--- src/rtl/tour_length_if.sv ---
// Bus bundle between tour_length, its tour/coordinate memories, the distance
// pipeline and the controlling FSM.
interface tour_length_if #(
  parameter int unsigned IDX_W   = 6,
  parameter int unsigned COORD_W = 8,
  parameter int unsigned SUM_W   = 32
);
  logic               start;
  logic [IDX_W:0]     n_cities;
  logic [IDX_W-1:0]   tour_addr;
  logic [IDX_W-1:0]   tour_idx;
  logic [IDX_W-1:0]   coord_addr;
  logic [COORD_W-1:0] coord_x;
  logic [COORD_W-1:0] coord_y;
  logic [COORD_W-1:0] x1;
  logic [COORD_W-1:0] y1;
  logic [COORD_W-1:0] x2;
  logic [COORD_W-1:0] y2;
  logic [31:0]        res;
  logic               busy;
  logic               done;
  logic [SUM_W-1:0]   total;

  // tour_length side
  modport slave (
    input  start, n_cities, tour_idx, coord_x, coord_y, res,
    output tour_addr, coord_addr, x1, y1, x2, y2, busy, done, total
  );

  // environment side: requester, memories and distance pipeline
  modport master (
    output start, n_cities, tour_idx, coord_x, coord_y, res,
    input  tour_addr, coord_addr, x1, y1, x2, y2, busy, done, total
  );
endinterface

--- src/rtl/tour_length.sv ---
// Closed-tour length: walks the tour memory, streams consecutive coordinate
// pairs into the distance pipeline and sums the returned distances.
module tour_length #(
  parameter int unsigned N_MAX    = 64,
  parameter int unsigned IDX_W    = 6,
  parameter int unsigned COORD_W  = 8,
  parameter int unsigned DIST_LAT = 10,
  parameter int unsigned SUM_W    = 32
) (
  input  logic         clk,
  input  logic         rst,
  tour_length_if.slave bus
);

  localparam int unsigned CNT_W = IDX_W + 1;
  localparam logic [CNT_W-1:0] N_MAX_C = CNT_W'(N_MAX);

  typedef enum logic [1:0] {IDLE, FETCH, DRAIN, FINISH} state_t;

  state_t             state_q, state_d;
  logic [CNT_W-1:0]   n_q, n_d;
  logic [CNT_W-1:0]   addr_cnt_q, addr_cnt_d;
  logic [IDX_W-1:0]   tour_addr_q, tour_addr_d;
  logic [1:0]         fv_q, fv_d;
  logic               prev_ok_q, prev_ok_d;
  logic [COORD_W-1:0] prev_x_q, prev_x_d, prev_y_q, prev_y_d;
  logic [COORD_W-1:0] x1_q, x1_d, y1_q, y1_d, x2_q, x2_d, y2_q, y2_d;
  logic               pair_v_q, pair_v_d;
  logic [DIST_LAT-1:0] iv_q, iv_d;
  logic [SUM_W-1:0]   acc_q, acc_d;
  logic [CNT_W-1:0]   edge_cnt_q, edge_cnt_d;
  logic [SUM_W-1:0]   total_q, total_d;
  logic               busy_q, busy_d;
  logic               done_q, done_d;

  logic [CNT_W-1:0]   n_eff_c;
  logic [SUM_W-1:0]   sum_c;
  logic               res_v_c;
  logic               last_edge_c;

  // Requested length clamped to the tour memory size
  assign n_eff_c     = (bus.n_cities > N_MAX_C) ? N_MAX_C : bus.n_cities;
  assign res_v_c     = iv_q[DIST_LAT-1];
  assign sum_c       = acc_q + SUM_W'(bus.res);
  assign last_edge_c = res_v_c && ((edge_cnt_q + CNT_W'(1)) == n_q);

  // State register
  always_ff @(posedge clk or posedge rst) begin
    if (rst) state_q <= IDLE;
    else     state_q <= state_d;
  end

  // Next-state and datapath update
  always_comb begin
    state_d     = state_q;
    n_d         = n_q;
    addr_cnt_d  = addr_cnt_q;
    tour_addr_d = tour_addr_q;
    prev_ok_d   = prev_ok_q;
    prev_x_d    = prev_x_q;
    prev_y_d    = prev_y_q;
    x1_d        = x1_q;
    y1_d        = y1_q;
    x2_d        = x2_q;
    y2_d        = y2_q;
    pair_v_d    = 1'b0;
    acc_d       = acc_q;
    edge_cnt_d  = edge_cnt_q;
    total_d     = total_q;
    busy_d      = busy_q;
    done_d      = 1'b0;
    // bit 0: tour_idx valid, bit 1: coordinate valid
    fv_d        = {fv_q[0], (state_q == FETCH)};
    iv_d        = (iv_q << 1) | DIST_LAT'(pair_v_q);

    // First coordinate seeds prev; each later one issues a pair
    if (fv_q[1]) begin
      prev_x_d = bus.coord_x;
      prev_y_d = bus.coord_y;
      if (!prev_ok_q) begin
        prev_ok_d = 1'b1;
      end else begin
        x1_d     = prev_x_q;
        y1_d     = prev_y_q;
        x2_d     = bus.coord_x;
        y2_d     = bus.coord_y;
        pair_v_d = 1'b1;
      end
    end

    if (res_v_c) begin
      acc_d      = sum_c;
      edge_cnt_d = edge_cnt_q + CNT_W'(1);
    end

    case (state_q)
      IDLE: begin
        if (bus.start) begin
          n_d         = n_eff_c;
          acc_d       = '0;
          edge_cnt_d  = '0;
          addr_cnt_d  = '0;
          tour_addr_d = '0;
          prev_ok_d   = 1'b0;
          busy_d      = 1'b1;
          state_d     = (n_eff_c < CNT_W'(2)) ? DRAIN : FETCH;
        end
      end
      FETCH: begin
        // addresses 0..n-1 then 0 again to close the tour
        if (addr_cnt_q == n_q) begin
          tour_addr_d = '0;
          state_d     = DRAIN;
        end else begin
          addr_cnt_d  = addr_cnt_q + CNT_W'(1);
          tour_addr_d = ((addr_cnt_q + CNT_W'(1)) == n_q) ? '0
                        : IDX_W'(addr_cnt_q + CNT_W'(1));
        end
      end
      DRAIN: begin
        if (n_q < CNT_W'(2)) begin
          total_d = '0;
          done_d  = 1'b1;
          busy_d  = 1'b0;
          state_d = FINISH;
        end else if (last_edge_c) begin
          total_d = sum_c;
          done_d  = 1'b1;
          busy_d  = 1'b0;
          state_d = FINISH;
        end
      end
      FINISH: begin
        state_d = IDLE;
      end
      default: begin
        state_d = IDLE;
      end
    endcase
  end

  // Datapath registers
  always_ff @(posedge clk or posedge rst) begin
    if (rst) begin
      n_q         <= '0;
      addr_cnt_q  <= '0;
      tour_addr_q <= '0;
      fv_q        <= '0;
      prev_ok_q   <= 1'b0;
      prev_x_q    <= '0;
      prev_y_q    <= '0;
      x1_q        <= '0;
      y1_q        <= '0;
      x2_q        <= '0;
      y2_q        <= '0;
      pair_v_q    <= 1'b0;
      iv_q        <= '0;
      acc_q       <= '0;
      edge_cnt_q  <= '0;
      total_q     <= '0;
      busy_q      <= 1'b0;
      done_q      <= 1'b0;
    end else begin
      n_q         <= n_d;
      addr_cnt_q  <= addr_cnt_d;
      tour_addr_q <= tour_addr_d;
      fv_q        <= fv_d;
      prev_ok_q   <= prev_ok_d;
      prev_x_q    <= prev_x_d;
      prev_y_q    <= prev_y_d;
      x1_q        <= x1_d;
      y1_q        <= y1_d;
      x2_q        <= x2_d;
      y2_q        <= y2_d;
      pair_v_q    <= pair_v_d;
      iv_q        <= iv_d;
      acc_q       <= acc_d;
      edge_cnt_q  <= edge_cnt_d;
      total_q     <= total_d;
      busy_q      <= busy_d;
      done_q      <= done_d;
    end
  end

  assign bus.tour_addr  = tour_addr_q;
  assign bus.coord_addr = bus.tour_idx;
  assign bus.x1         = x1_q;
  assign bus.y1         = y1_q;
  assign bus.x2         = x2_q;
  assign bus.y2         = y2_q;
  assign bus.busy       = busy_q;
  assign bus.done       = done_q;
  assign bus.total      = total_q;

endmodule

--- src/flat_wrapper.sv ---
// flat-port wrapper written by rule: the top's interface ports become plain ports
module tour_length_flat 
#(
  parameter int unsigned N_MAX    = 64,
  parameter int unsigned IDX_W    = 6,
  parameter int unsigned COORD_W  = 8,
  parameter int unsigned DIST_LAT = 10,
  parameter int unsigned SUM_W    = 32
)
  (clk, rst, bus_start, bus_n_cities, bus_tour_idx, bus_coord_x, bus_coord_y, bus_res, bus_tour_addr, bus_coord_addr, bus_x1, bus_y1, bus_x2, bus_y2, bus_busy, bus_done, bus_total);
  tour_length_if #(.IDX_W(IDX_W), .COORD_W(COORD_W), .SUM_W(SUM_W)) bus_i ();
  input  logic clk;
  input  logic rst;
  input wire logic [$bits(bus_i.start)-1:0] bus_start;
  input wire logic [$bits(bus_i.n_cities)-1:0] bus_n_cities;
  input wire logic [$bits(bus_i.tour_idx)-1:0] bus_tour_idx;
  input wire logic [$bits(bus_i.coord_x)-1:0] bus_coord_x;
  input wire logic [$bits(bus_i.coord_y)-1:0] bus_coord_y;
  input wire logic [$bits(bus_i.res)-1:0] bus_res;
  output wire logic [$bits(bus_i.tour_addr)-1:0] bus_tour_addr;
  output wire logic [$bits(bus_i.coord_addr)-1:0] bus_coord_addr;
  output wire logic [$bits(bus_i.x1)-1:0] bus_x1;
  output wire logic [$bits(bus_i.y1)-1:0] bus_y1;
  output wire logic [$bits(bus_i.x2)-1:0] bus_x2;
  output wire logic [$bits(bus_i.y2)-1:0] bus_y2;
  output wire logic [$bits(bus_i.busy)-1:0] bus_busy;
  output wire logic [$bits(bus_i.done)-1:0] bus_done;
  output wire logic [$bits(bus_i.total)-1:0] bus_total;
  assign bus_i.start = bus_start;
  assign bus_i.n_cities = bus_n_cities;
  assign bus_i.tour_idx = bus_tour_idx;
  assign bus_i.coord_x = bus_coord_x;
  assign bus_i.coord_y = bus_coord_y;
  assign bus_i.res = bus_res;
  assign bus_tour_addr = bus_i.tour_addr;
  assign bus_coord_addr = bus_i.coord_addr;
  assign bus_x1 = bus_i.x1;
  assign bus_y1 = bus_i.y1;
  assign bus_x2 = bus_i.x2;
  assign bus_y2 = bus_i.y2;
  assign bus_busy = bus_i.busy;
  assign bus_done = bus_i.done;
  assign bus_total = bus_i.total;
  tour_length #(.N_MAX(N_MAX), .IDX_W(IDX_W), .COORD_W(COORD_W), .DIST_LAT(DIST_LAT), .SUM_W(SUM_W)) u_core (.clk(clk), .rst(rst), .bus(bus_i));
endmodule
--- config.mk ---
export PLATFORM = sky130hd
export DESIGN_NAME = tour_length_flat
export DESIGN_NICKNAME = d
export VERILOG_FILES = /design/src/rtl/tour_length_if.sv /design/src/rtl/tour_length.sv /design/src/flat_wrapper.sv
export SDC_FILE = /design/constraint.sdc
export NUM_CORES = 1
export LEC_CHECK = 0
export ABC_AREA = 0
export BUFFER_PORTS_ARGS = -buffer_cell sky130_fd_sc_hd__buf_4
export CORE_ASPECT_RATIO = 0.6
export CORE_MARGIN = 2
export CORE_UTILIZATION = 61
export CTS_CLUSTER_DIAMETER = 30
export DETAILED_ROUTE_END_ITERATION = 16
export PLACE_DENSITY = 0.86
export REMOVE_ABC_BUFFERS = 1
export SLEW_MARGIN = 20
export SYNTH_ARGS = -nofsm -noshare
export SYNTH_HDL_FRONTEND = slang
export SYNTH_SLANG_ARGS = --single-unit
--- constraint.sdc ---
create_clock -name clk -period 8.2 [get_ports clk]
set_clock_uncertainty 0.05 [all_clocks]
set_input_delay 1.64 -clock clk [delete_from_list [all_inputs] [get_ports clk]]
set_output_delay 1.64 -clock clk [all_outputs]
set_load 0.05 [all_outputs]
==> run metrics, run 1 <==
hold_ws roughly 0.3 ns; share of the synthesized area in the top cell type between 40% and 50%; combinational share of power 50.3%; hold-fix buffer count after cts 0; Power Density 436 nW/um^2; vias in the first global route 6,298; Syn Inst Count 754; core footprint about 13,000 sq um; via/cell ratio roughly 6.1; CTS clock-pin slew for the worst setup and hold paths around 0.070 ns; Relative slew margins a little under half; final hold vios 0; WS Path Type in -> reg; Iter 0 DRT Violations around 440; Die Y between 90 and 100 um; nets@finish 966; status completed; final setup fails 0; CP Capture Type flop; Post-CTS Setup Bufs 0; IO buf count 129; chip width about 150 um; number of distinct library cells after synthesis between 60 and 70; Tcrit/Tclk final a little over half; Main synth FF type dfrtp_1; measured slew at the worst slew-check pin 0.789 ns; routed len/inst 19.2 um; FMAX 0.230 GHz; most common cell after layout, fill and taps aside dfrtp_1; MaxCap Viol Count 0; Max H-tree Level 4; RSZ-0062 raised after global routing false; Residual DRC 0; clk buf depth 2; Worst-Skew Late Latency 0.43 ns; placed insts approximately 1,000; clock network fraction of total power between 10% and 20%; Final Non-Filler Cells between 1,000 and 1,500; Pwr Total 4230 uW; Worst Setup EP u_core.bus.total[30]; max-slew violations 0; FF-to-FF Start u_core.acc_q[0]; area delta synth->final 20.4%; Critical path origin bus_res[0]; TritonCTS buffer count 17; Syn Area/Cell approximately 11 sq um; first-pass GRT wire length 32,500 um; Reg power frac a little under a third; largest net degree at the start of global routing 84; final estimated routing congestion in global placement ~0.93; Sw Share 45.6%; detailed-route via count around 6,400; most frequent cells in the layout 156 x dfrtp_1, 134 x buf_4, 70 x nand2_1; CP arrival ~4.6 ns; cell taking the most area after synthesis dfrtp_1; Initial DRT Pass Iterations 5; ANT cells 0; initial antenna violation count 0; Final Cell Area just under 10,000 sq um; global-route usage over all layers 29.1%; post-synthesis sequential area ratio ~50%; Starting Density between 60% and 70%; Worst Path Required 8.46 ns; Critical Path Source Type primary input; flop2flop setup slack approximately 4.8 ns; Tmin final 4.34 ns; cell row count 32; worst vdd ir around 0.00019 V; Hold Path Class reg -> reg; PostCTS Resize Cnt 0; Leak Pwr roughly 0.0047 uW; P_sw approximately 1900 uW; CTS tree built; worst-path maximum fanout 4; synth top area cells dfrtp_1 49%, mux2_2 6.9%, ha_1 5.6%, xnor2_1 3.4%, nand2_1 3.3%; FF-to-FF path depth 10; Root Buffer clkbuf_16; fraction of layout cells with a size suffix above 1 26.4%; CTS sink count 157; Async SR Flop Fraction between 90% and 100%; worst r2r dst u_core.bus.total[30]; Congestion Overflow GR 0; Die ar. between 10,000 and 15,000 sq um; Final HPWL DP 13,800 um; Post-synth EDFFs 0; setup tns final 0 ns; placed cell areas 9100 sq um; boundary pin count 142; ANT nets after route 0; Internal ~2300 uW; mapped cell area just over 8000 sq um; Ys Warns 0; post-synthesis register bit count between 150 and 200; final WL between 20,000 and 25,000 um
## power groups by stage
stage | logic (uW) | registers [uW] | clock network (uW)
4_1_cts | 2110 | 1300 | 815
2_1_floorplan | 1020 | 1770 | 0
3_5_place_dp | 2090 | 1300 | 0
5_1_grt | 2270 | 1340 | 851
3_3_place_gp | 2020 | 1280 | 0
6_report | 2130 | 1300 | 806
## cell families after synthesis
kind of cell	share of synthesized area (%)
simple gates	12.1
fa+ha+maj	5.84
xor+xnor	5.77
flops	48.8
buf+inv	3.19
compound gates	14.7
mux	9.59
## Yosys cell counts (9+ instances only)
cell,count
a21o_1,14
a21oi_1,29
a22o_1,25
and3_1,12
clkbuf_1,29
dfrtp_1,157
ha_1,36
inv_1,18
mux2_2,49
mux2i_1,22
nand2_1,70
nand3_1,18
nor2_1,51
nor3_1,9
o211ai_1,9
o21ai_0,43
xnor2_1,31
xor2_1,22
## registers in the layout, indices dropped and copies added (netlist names), 7 cells and up
| name | flops |
|---|---|
| u_core.edge_cnt_q | 7 |
| u_core.acc_q | 32 |
| u_core.addr_cnt_q | 7 |
| u_core.bus.x1 | 8 |
| u_core.bus.y2 | 8 |
| u_core.n_q | 7 |
| u_core.prev_y_q | 8 |
| u_core.bus.total | 32 |
| u_core.bus.y1 | 8 |
| u_core.prev_x_q | 8 |
| u_core.iv_q | 10 |
| u_core.bus.x2 | 8 |
## routing by layer
| layer | part of all wire (%) | global-route usage, % | vias to the layer above | routed length [um] |
|---|---|---|---|---|
| li1 | - | - | 2922 | - |
| met1 | 47 | 42.4 | 3133 | 9370 |
| met2 | 45 | 44.4 | 284 | 9040 |
| met3 | 7.2 | 7.09 | 25 | 1460 |
| met4 | 1.3 | 7.63 | 0 | 258 |
| met5 | 0 | 0 | - | 0 |
## area by class of cell
cell class	instances	area, sq um
clock buffers	17	425
clock inverters	15	169
fillers	902	3160
inverters	18	72.6
multi-input cells	536	3870
flip-flops and latches	157	3930
well taps	170	213
repair buffers	135	1020
## worst max-delay path: stages
cell and delay, ns:
buf_4 0.11, ha_1 0.24, fa_1 0.45, a21o_1 0.21, a221oi_2 0.35, o31ai_1 0.23, o21ba_2 0.29, and3_4 0.17
o2111a_1 0.28, or3_1 0.36, a32o_1 0.26
## how the worst min path moves through the flow
stage,startpoint,cells past startpoint,slack [ns],end
2_1_floorplan,u_core.fv_q[0],0,0.28,u_core.fv_q[1]
3_3_place_gp,u_core.fv_q[0],0,0.28,u_core.fv_q[1]
3_5_place_dp,u_core.fv_q[0],0,0.28,u_core.fv_q[1]
4_1_cts,u_core.iv_q[3],0,0.30,u_core.iv_q[4]
5_1_grt,u_core.iv_q[3],0,0.31,u_core.iv_q[4]
6_report,u_core.iv_q[4],0,0.29,u_core.iv_q[5]
## stage by stage
step | setup WS, ns | utilization, %
after detailed placement | 3.50 | 70.8
final | 3.86 | 75.4
after global routing | 3.78 | 75.4
after CTS | 3.93 | 75.4
after global placement | 3.59 | 70.8
after floorplan | 2.28 | -
(Power assumes the default switching activity.)
==> inputs of run 2 (changes only) <==
--- a/config.mk
+++ b/config.mk
@@ -9,10 +9,10 @@
 export BUFFER_PORTS_ARGS = -buffer_cell sky130_fd_sc_hd__buf_4
 export CORE_ASPECT_RATIO = 0.6
 export CORE_MARGIN = 2
-export CORE_UTILIZATION = 61
+export CORE_UTILIZATION = 56
 export CTS_CLUSTER_DIAMETER = 30
 export DETAILED_ROUTE_END_ITERATION = 16
-export PLACE_DENSITY = 0.86
+export PLACE_DENSITY = 0.8
 export REMOVE_ABC_BUFFERS = 1
 export SLEW_MARGIN = 20
 export SYNTH_ARGS = -nofsm -noshare
==> constraint.sdc (replaced) <==
create_clock -name clk -period 4.3 [get_ports clk]
set_clock_uncertainty 0.05 [all_clocks]
set_input_delay 0.86 -clock clk [delete_from_list [all_inputs] [get_ports clk]]
set_output_delay 0.86 -clock clk [all_outputs]
set_load 0.05 [all_outputs]
==> run metrics, run 2 (synthesized netlist as in run 1, its figures left out) <==
Initial DRT Pass Iterations 5 (unchanged); clk buf depth 2 (unchanged); RSZ-0062 raised after global routing false; Sw Share 45.2% (-0.40 points); CP arrival 3.80 ns (-0.80 ns); most frequent cells in the layout 156 x dfrtp_1, 135 x buf_4, 70 x nand2_1; worst r2r dst u_core.acc_q[28]; final setup fails 0 (unchanged); Relative slew margins 46.6% (-0.70 points); largest net degree at the start of global routing 91 (+8.3%); hold-fix buffer count after cts 0 (unchanged); max-slew violations 0 (unchanged); Tmin final approximately 3.6 ns; setup tns final 0 ns (unchanged); ANT cells 0 (unchanged); status completed; Max H-tree Level 4 (unchanged); hold_sp u_core.iv_q[0]; Internal 4380 uW (+91%); Root Buffer clkbuf_16; Worst Hold End u_core.iv_q[1]; combinational share of power 50.4% (about the same); Starting Density 58.2% (-4.4 points); CTS tree built; vias in the first global route 6,161 (-2.2%); routed len/inst 18.7 um (-2.9%); CTS sink count 157 (unchanged); Leak Pwr 0.00467 uW (-0.26%); initial antenna violation count 0 (unchanged); FMAX ~0.28 GHz; Final Non-Filler Cells 1,071 (+2.2%); MaxCap Viol Count 0 (unchanged); detailed-route via count 6,315 (-0.77%); cell row count 33 (+3.1%); Power Density 823 nW/um^2 (+89%); Worst Path Required 4.54 ns (-3.92 ns); placed insts 1,039 (+2.3%); Worst-Skew Late Latency 0.43 ns (about the same); FF-to-FF path depth 10 (unchanged); Reg power frac 31.0% (+0.3 points); final setup margin 0.738 ns (-3.12 ns); global-route usage over all layers 26.4% (-2.7 points); fraction of layout cells with a size suffix above 1 26.4% (-0.030 points); FF-to-FF Start u_core.acc_q[0]; via/cell ratio 5.90 (-2.9%); Layout Utilization 70.3% (-5.2 points); Die ar. 15,400 sq um (+8.6%); Iter 0 DRT Violations 536 (+22%); chip width 159 um (+4.3%); CP Capture Type flop; Hold Crit Depth 0 (unchanged); DP Worst Slack 0.362 ns (-3.14 ns); clock network fraction of total power 18.6% (-0.5 points); Residual DRC 0 (unchanged); worst-path maximum fanout 4 (unchanged); boundary pin count 142 (unchanged); Post-CTS Setup Bufs 0 (unchanged); flop2flop setup slack 0.91 ns (-3.88 ns); area delta synth->final 20.7%; ANT nets after route 0 (unchanged); IO buf count 129 (unchanged); Final HPWL DP 14,000 um (+1.7%); PostCTS Resize Cnt 0 (unchanged); Congestion Overflow GR 0 (unchanged); final hold vios 0 (unchanged); final WL 20,000 um (-0.74%); WS Path Type in -> reg; P_sw 3610 uW (+87%); first-pass GRT wire length 32,400 um (-0.45%); CTS clock-pin slew for the worst setup and hold paths 0.06 ns (about the same); worst vdd ir 0.000366 V (+92%); Hold Path Class reg -> reg; measured slew at the worst slew-check pin 0.802 ns (+0.0124 ns); Tcrit/Tclk final roughly 83%; final estimated routing congestion in global placement 0.906 (-2.7%); nets@finish 967 (+0.10%); Die Y 96.9 um (+4.2%); Critical Path Source Type primary input; TritonCTS buffer count 17 (unchanged); most common cell after layout, fill and taps aside dfrtp_1; core footprint 13,800 sq um (+7.6%)
run 2: power by group through the flow:
stage          Clock [uW]  Sequential [uW]  Combinational (uW)
2_1_floorplan           0             3380                1940
3_3_place_gp            0             2450                3870
3_5_place_dp            0             2490                3990
4_1_cts              1500             2480                4010
5_1_grt              1580             2550                4310
6_report             1490             2480                4030
run 2: final cells by class:
class,instances,area (sq um)
fill,1047,4110
sequential,157,3930
multi-input combinational,536,3870
timing repair buffer,136,1030
clock buffer,19,443
tap,192,240
clock inverter,13,131
inverter,18,72.6
run 2: per-stage QoR:
step / cell area, sq um / total power [uW] / hold slack [ns]
global placement: 9150 / 6320 / 0.282
global route: 9720 / 8440 / 0.309
floorplan: 7860 / 5320 / 0.281
finish: 9720 / 8000 / 0.299
CTS: 9720 / 7990 / 0.299
detailed placement: 9150 / 6480 / 0.285
run 2: worst max path at each step:
stage | startpoint | end | depth (start not counted)
after CTS | bus_res[0] | u_core.bus.total[30] | 11
final | bus_res[0] | u_core.acc_q[28] | 11
after global routing | bus_res[0] | u_core.acc_q[28] | 11
after global placement | bus_res[0] | u_core.bus.total[30] | 11
after detailed placement | bus_res[0] | u_core.bus.total[30] | 11
after floorplan | rst | u_core.acc_q[0] | 1
run 2: routing by layer:
layer	vias to the layer above	part of all wire, %	global-route usage, %
li1	2929	-	-
met1	3103	47	39.3
met2	255	45	39.1
met3	28	6.6	5.45
met4	0	1.2	7.62
met5	-	0	0
run 2: worst max-delay path: stages:
cell	delay, ns
buf_4	0.11
ha_1	0.25
fa_1	0.42
a21o_1	0.20
a221oi_2	0.38
o31ai_1	0.23
o21ba_2	0.29
and3_4	0.17
or2_2	0.34
a2111oi_0	0.44
a211oi_1	0.11
